<file path="config.mk">
export PLATFORM = sky130hd
export DESIGN_NAME = asu_ddr5_freq_ratio_ctrl
export DESIGN_NICKNAME = d
export VERILOG_FILES = /design/src/rtl/asu_ddr5_freq_ratio_ctrl.sv
export SDC_FILE = /design/constraint.sdc
export NUM_CORES = 1
export LEC_CHECK = 0
export BUFFER_PORTS_ARGS = -buffer_cell sky130_fd_sc_hd__clkbuf_2
export CELL_PAD_IN_SITES_DETAIL_PLACEMENT = 0
export CELL_PAD_IN_SITES_GLOBAL_PLACEMENT = 1
export CORE_ASPECT_RATIO = 0.9
export CORE_UTILIZATION = 31
export DETAILED_ROUTE_END_ITERATION = 7
export GPL_ROUTABILITY_DRIVEN = 1
export PLACE_DENSITY_LB_ADDON = 0.25
export SYNTH_ARGS = -nofsm -noshare
export SYNTH_HDL_FRONTEND = slang
export SYNTH_SLANG_ARGS = --single-unit
export TNS_END_PERCENT = 50
</file>
<file path="constraint.sdc">
create_clock -name clk_i -period 4.4 [get_ports clk_i]
set_input_delay 0.22 -clock clk_i [delete_from_list [all_inputs] [get_ports clk_i]]
set_output_delay 0.22 -clock clk_i [all_outputs]
set_load 0.03 [all_outputs]
</file>
<file path="src/rtl/asu_ddr5_freq_ratio_ctrl.sv">
// Frequency-ratio sequencer for the DDR5 PHY write-path serializer: latches the
// DFI ratio, steps phase_sel through p0..p3 and runs the init_start/complete handshake.
module asu_ddr5_freq_ratio_ctrl #(
  parameter int pLOCK_CYCLES = 8,
  parameter int pCNT_W       = 4
) (
  input  logic       clk_i,
  input  logic       rst_i,
  input  logic       enable_i,
  input  logic [2:0] dfi_freq_ratio_i,
  input  logic       dfi_init_start_i,
  input  logic       wr_busy_i,
  output logic       dfi_init_complete_o,
  output logic [2:0] ratio_o,
  output logic [1:0] phase_sel_o,
  output logic       ratio_enable_o,
  output logic       dfi_clk_en_o,
  output logic       ratio_err_o
);

  typedef enum logic [1:0] {IDLE, LOCK, RUN, DRAIN} state_t;

  localparam logic [pCNT_W-1:0] LOCK_LAST = pCNT_W'(pLOCK_CYCLES - 1);

  state_t            state_q;
  logic [pCNT_W-1:0] cnt_q;
  logic              start_q, pend_q;
  logic              cmp_q, ren_q, err_q;
  logic [2:0]        ratio_q;
  logic [1:0]        phase_q;

  logic       start_edge, ratio_ok;
  logic [2:0] ratio_lat_d;
  logic [1:0] last_ph, phase_d;

  assign start_edge  = dfi_init_start_i & ~start_q;
  assign ratio_ok    = (dfi_freq_ratio_i == 3'b000) || (dfi_freq_ratio_i == 3'b001) ||
                       (dfi_freq_ratio_i == 3'b010);
  assign ratio_lat_d = ratio_ok ? dfi_freq_ratio_i : 3'b000;

  always_comb begin
    last_ph = 2'd0;
    case (ratio_q)
      3'b001:  last_ph = 2'd1;
      3'b010:  last_ph = 2'd3;
      default: last_ph = 2'd0;
    endcase
  end

  assign phase_d = (phase_q == last_ph) ? 2'd0 : phase_q + 2'd1;

  always_ff @(posedge clk_i) begin
    if (rst_i) begin
      state_q <= IDLE;
      cnt_q   <= '0;
      start_q <= 1'b0;
      pend_q  <= 1'b0;
      cmp_q   <= 1'b0;
      ren_q   <= 1'b0;
      err_q   <= 1'b0;
      ratio_q <= 3'b000;
      phase_q <= 2'd0;
    end else begin
      start_q <= dfi_init_start_i;
      if (!enable_i) begin
        state_q <= IDLE;
        cnt_q   <= '0;
        pend_q  <= 1'b0;
        cmp_q   <= 1'b0;
        ren_q   <= 1'b0;
        ratio_q <= 3'b000;
        phase_q <= 2'd0;
      end else begin
        case (state_q)
          IDLE: begin
            state_q <= LOCK;
            ratio_q <= ratio_lat_d;
            cnt_q   <= '0;
            if (!ratio_ok) err_q <= 1'b1;
          end
          LOCK: begin
            if (cnt_q == LOCK_LAST) begin
              state_q <= RUN;
              cmp_q   <= 1'b1;
              ren_q   <= 1'b1;
              phase_q <= 2'd0;
              // a start edge coinciding with lock completion must not be lost
              pend_q  <= start_edge;
            end else begin
              cnt_q <= cnt_q + 1'b1;
            end
          end
          RUN: begin
            phase_q <= phase_d;
            pend_q  <= 1'b0;
            if (start_edge || pend_q) begin
              state_q <= DRAIN;
              cmp_q   <= 1'b0;
            end
          end
          DRAIN: begin
            // only leave on a DFI-cycle boundary with no write data in flight
            if (phase_q == last_ph && !wr_busy_i) begin
              state_q <= LOCK;
              ratio_q <= ratio_lat_d;
              phase_q <= 2'd0;
              ren_q   <= 1'b0;
              cnt_q   <= '0;
              if (!ratio_ok) err_q <= 1'b1;
            end else begin
              phase_q <= phase_d;
            end
          end
          default: state_q <= IDLE;
        endcase
      end
    end
  end

  assign dfi_init_complete_o = cmp_q;
  assign ratio_o             = ratio_q;
  assign phase_sel_o         = phase_q;
  assign ratio_enable_o      = ren_q;
  assign ratio_err_o         = err_q;
  assign dfi_clk_en_o        = ((state_q == RUN) || (state_q == DRAIN)) && (phase_q == 2'd0);

endmodule

</file>
==> impl_metrics.tcl, run 1 <==
set metrics [dict create \
    via_count 852 \
    antenna_found_initial 0 \
    required_ns 4.59 \
    final_layout_size_suffix_gt1_frac 0.188 \
    finalHoldViolCount 0 \
    skew_ns 0.0128 \
    regArea_sq_um 320 \
    track_usage 0.140 \
    finalMaxSlewViolations 0 \
    max_slew_margin 0.550 \
    insertion_delay_ns 0.30 \
    clk_pin_slew_worst_paths_ns 0.10 \
    cts_buffers 3 \
    ys_types 37 \
    first_iter_violations 35 \
    cts_tree "done" \
    fin_util 0.380 \
    cts-root-buf "clkbuf_4" \
    cp-startpoint "state_q[0]" \
    critical_path_class "flip-flop to flip-flop" \
    yosysWarnings 0 \
    yosys.area.top_type_share 0.329 \
    start_util 0.341 \
    clock.fmax_mhz 517 \
    synth_top_cell_by_area "dfxtp_1" \
    setup_ws_ns 2.47 \
    via_per_inst 5.07 \
    numClockSinks 16 \
    cts_hold_buffers 0 \
    postRouteWirelength_mm 2.07 \
    wl_per_cell_um 12.3 \
    status "finished, final reports clean" \
    htree_levels 1 \
    synthesis.nets 127 \
    powerDensity_nw_per_um2 258 \
    crit_arrival_ns 2.12 \
    fillCellCount 297 \
    postSynthAreaPerCell_sq_um 8.63 \
    cts_resized 0 \
    post_cts_buffers 0 \
    min_path_type "primary input to flip-flop" \
    r2r_start "state_q[0]" \
    netlist_top_cells_area "dfxtp_1 33%, ha_1 7.7%, mux2i_1 5.1%" \
    placed_cell_area_sq_um 1060 \
    period_minus_slack_ns 1.93 \
    power.total_uw 280 \
    critPathLaunchType "flip-flop" \
    end_kind "flip-flop" \
    synth_edf_count 0 \
    overflow 0 \
    multi_input_area_sq_um 587 \
    port_buffers 16 \
    area_growth_pct 11.4 \
    antenna_cells 0 \
    grt_max_degree 11 \
    power_leakage_uw 0.000449 \
    dr.pass1.iters 4 \
    ys.flop_type "dfxtp_1" \
    finalSetupViolations 0 \
    yosysMostFrequentCell "dfxtp_1" \
    core_area_sq_um 2860 \
    die_x_um 61.1 \
    boundaryPins 17 \
    finalCritPeriodShare 0.439 \
    hold_path_startpoint "rst_i" \
    finalWeightedCongestion 0.776 \
    grt_pass1_wl_mm 3.35 \
    tightest_slew_ns 0.674 \
    synth_common_cells "16 x dfxtp_1, 9 x nand2_1, 9 x nor2_1" \
    drc_errors 0 \
    synth_seq_area_share 0.329 \
    syn_inst 113 \
    syn_area_sq_um 975 \
    die_h_um 55.2 \
    place_ws_ns 2.46 \
    ant_nets 0 \
    peakVddDrop_mv 0.161 \
    die_area_sq_um 3370 \
    rows 18 \
    grt_pass1_vias 741 \
    rsz0062_at_grt "no" \
    maxCapViolCount 0 \
    async_flop_share 0 \
    nNetsFinal 144 \
    cts_max_path_buffers 2 \
    synth_seq_cells 16 \
    crit_fanout 6 \
    tns_ns 0 \
    fin_area_sq_um 1090 \
    post-dp-hpwl_mm 1.56 \
]
-- placed cells by master (no fill, tap or decap), types with 2 or more instances in the layout --
master,netlist,layout
o2111ai_1,3,3
dfxtp_1,16,16
nand2_1,9,9
clkbuf_2,0,16
o31ai_1,3,3
nand2b_1,6,6
a21oi_1,7,7
mux2i_1,5,5
nor2b_1,3,3
ha_1,6,6
o21ai_0,6,6
o21a_1,2,2
clkbuf_4,0,3
nand3_1,7,7
nor2_1,9,9
inv_1,7,7
-- where the power goes --
group / total [uW] / internal [uW] / switching, uW
registers: 151 / 148 / 3.07
clock network: 80.2 / 31.9 / 48.4
logic: 48.7 / 19.6 / 29.1
-- flip-flops by register name (all words and copies together) (netlist names) --
register and flops:
cnt_q 4, ratio_enable_o 1, dfi_init_complete_o 1, start_q 1, ratio_o 3, ratio_err_o 1, state_q 2, phase_sel_o 2
pend_q 1
-- cells by family after synthesis --
logic type / count (synthesis) / synth area share
adder cells (fa/ha/maj): 6 / 0.0770
buffers and inverters: 11 / 0.0693
AND/OR/NAND/NOR: 46 / 0.263
multiplexers: 5 / 0.0513
XOR/XNOR: 1 / 0.00899
flip-flops: 16 / 0.329
AO/OA/AOI/OAI: 28 / 0.202
-- per-layer routing --
layer  up-vias  routed length (um)  track usage
li1        441                   -            -
met1       393                1050        0.180
met2        16                 870        0.207
met3         2                 127       0.0651
met4         0                  14       0.0455
met5         -                   0            0
-- through the flow --
stage	instances	hold WS (ns)
2_1_floorplan	113	0.292
3_3_place_gp	165	0.433
3_5_place_dp	165	0.438
4_1_cts	168	0.121
5_1_grt	168	0.133
6_report	168	0.134
-- layout make-up --
cell class                      instances  area share
Multi-Input combinational cell         86       0.540
Sequential cell                        16       0.295
Timing Repair Buffer                   16      0.0737
Tap cell                               40      0.0461
Inverter                                7      0.0242
Clock buffer                            3      0.0207
-- worst max-delay path, stage by stage, from the launching register on --
cell and delay (ns):
dfxtp_1 0.41, inv_1 0.06, ha_1 0.39, nor4bb_1 0.28, o21ai_0 0.16, and3_2 0.25
o21ai_0 0.23, a21oi_1 0.06
-- worst paths after layout --
kind	to	slack (ns)	cells past startpoint
setup / recovery	cnt_q[0]	2.47	7
hold reg to reg	ratio_enable_o	0.48	2
setup reg to reg	cnt_q[0]	2.47	7
hold / removal	start_q	0.13	2
Power figures use the tool's default switching activity.
==> run 2: changes to the inputs <==
==> constraint.sdc (replaced) <==
create_clock -name clk_i -period 1.7 [get_ports clk_i]
set_input_delay 0.085 -clock clk_i [delete_from_list [all_inputs] [get_ports clk_i]]
set_output_delay 0.085 -clock clk_i [all_outputs]
set_load 0.03 [all_outputs]
==> impl_metrics.tcl, run 2 (same netlist as run 1, synthesis figures left out) <==
set metrics [dict create \
    port_buffers 16 \
    layout.cells.non_filler 182 \
    drc_errors 0 \
    place_inst 176 \
    finalHoldViolCount 0 \
    overflow 0 \
    largest_register "cnt_q" \
    fillCellCount 290 \
    boundaryPins 17 \
    die_area_sq_um 3370 \
    finalCritPeriodShare 1.01 \
    tightest_slew_ns 0.440 \
    skew_ns 0.00396 \
    placed_cell_area_sq_um 1160 \
    cts-root-buf "clkbuf_4" \
    track_usage 0.156 \
    rsz0062_at_grt "yes" \
    violations "setup timing" \
    core_area_sq_um 2860 \
    period_minus_slack_ns 1.72 \
    power_leakage_uw 0.000523 \
    required_ns 1.93 \
    grt_max_degree 11 \
    dr.pass1.iters 4 \
    critical_path_class "flip-flop to flip-flop" \
    ant_nets 0 \
    top_usage_layer "met2" \
    crit_fanout 6 \
    status "finished with violations" \
    first_iter_violations 27 \
    peakVddDrop_mv 0.253 \
    antenna_cells 0 \
    clock.fmax_mhz 582 \
    hold_ws_ns 0.0441 \
    crit_arrival_ns 1.95 \
    die_h_um 55.2 \
    start_util 0.341 \
    numClockSinks 16 \
    postRouteWirelength_mm 2.32 \
    end_kind "flip-flop" \
    rows 18 \
    maxCapViolCount 0 \
    via_count 900 \
    insertion_delay_ns 0.28 \
    die_x_um 61.1 \
    use_met3 0.0279 \
    nNetsFinal 157 \
    max_slew_margin 0.703 \
    powerDensity_nw_per_um2 612 \
    grt_pass1_vias 839 \
    grt_pass1_wl_mm 3.74 \
    post-dp-hpwl_mm 1.83 \
    via_per_inst 4.95 \
    critPathLaunchType "flip-flop" \
    layout_common_cells "16 x clkbuf_2, 12 x buf_4, 9 x nand2_1, 9 x dfxtp_1, 8 x nor2_1" \
    finalMaxSlewViolations 0 \
    final_common_cell "clkbuf_2" \
    use_met2 0.243 \
    finalSetupViolations 1 \
    finalWeightedCongestion 0.804 \
    power.total_uw 761 \
    final_layout_size_suffix_gt1_frac 0.366 \
    setup_ws_ns -0.0174 \
    wl_per_cell_um 12.7 \
    cts_tree "done" \
    fin_area_sq_um 1240 \
    clk_pin_slew_worst_paths_ns 0.10 \
    antenna_found_initial 0 \
    area_growth_pct 27.6 \
    place_ws_ns -0.0326 \
    min_path_type "primary input to flip-flop" \
    cts_buffers 3 \
    largest_reg_flops 4 \
    htree_levels 1 \
    met1_usage 0.208 \
    cts_max_path_buffers 2 \
]
[run 2: report_power, final]
group | switching, uW | total [uW] | leakage, uW | internal, uW
registers | 6.45 | 387 | 0.000134 | 380
clock network | 124 | 209 | 0.0000154 | 85.2
logic | 89.9 | 165 | 0.000373 | 74.8
total | 220 | 761 | 0.000523 | 540
[run 2: layer usage]
metal	share of wire	vias to the layer above	wire (um)
met5	0	-	0
met4	0.019	0	43
met3	0.029	6	68
met2	0.46	16	1070
met1	0.49	412	1130
li1	-	466	-
[run 2: worst max-delay path, stage by stage, from the launching register on]
cell     delay, ns
dfxtp_4       0.37
and3b_2       0.26
nor2_2        0.06
o311a_4       0.34
or4_4         0.52
a21oi_2       0.12
[run 2: area by class of cell]
cell class | instances | area, sq um | area share
Timing Repair Buffer | 29 | 180 | 0.145
Clock buffer | 3 | 22.5 | 0.0181
Inverter | 7 | 26.3 | 0.0211
Clock inverter | 1 | 3.75 | 0.00302
Multi-Input combinational cell | 86 | 624 | 0.502
Sequential cell | 16 | 337 | 0.271
Tap cell | 40 | 50.0 | 0.0402
[run 2: what timing repair did]
item | in CTS | in global routing
resized for setup | 4 | 10
pin swaps | 2 | 3
hold buffers | 1 | 0
setup endpoints to repair | 3 | 8
endpoints found under the hold margin | 2 | 0
buffers inserted | 0 | 1
[run 2: path summary, 6_finish.rpt]
kind,startpoint,to,slack (ns),depth (start not counted)
setup / recovery,ratio_o[0],cnt_q[3],-0.02,5
hold / removal,dfi_init_start_i,start_q,0.04,2
setup reg to reg,ratio_o[0],cnt_q[3],-0.02,5
hold reg to reg,ratio_enable_o,ratio_enable_o,0.47,2
[run 2: through the flow]
step | util | setup TNS, ns
6_report | 0.435 | -0.0174
5_1_grt | 0.435 | -0.128
4_1_cts | 0.422 | -0.0219
3_5_place_dp | 0.406 | -0.0326
3_3_place_gp | 0.406 | -0.0228
2_1_floorplan | - | 0
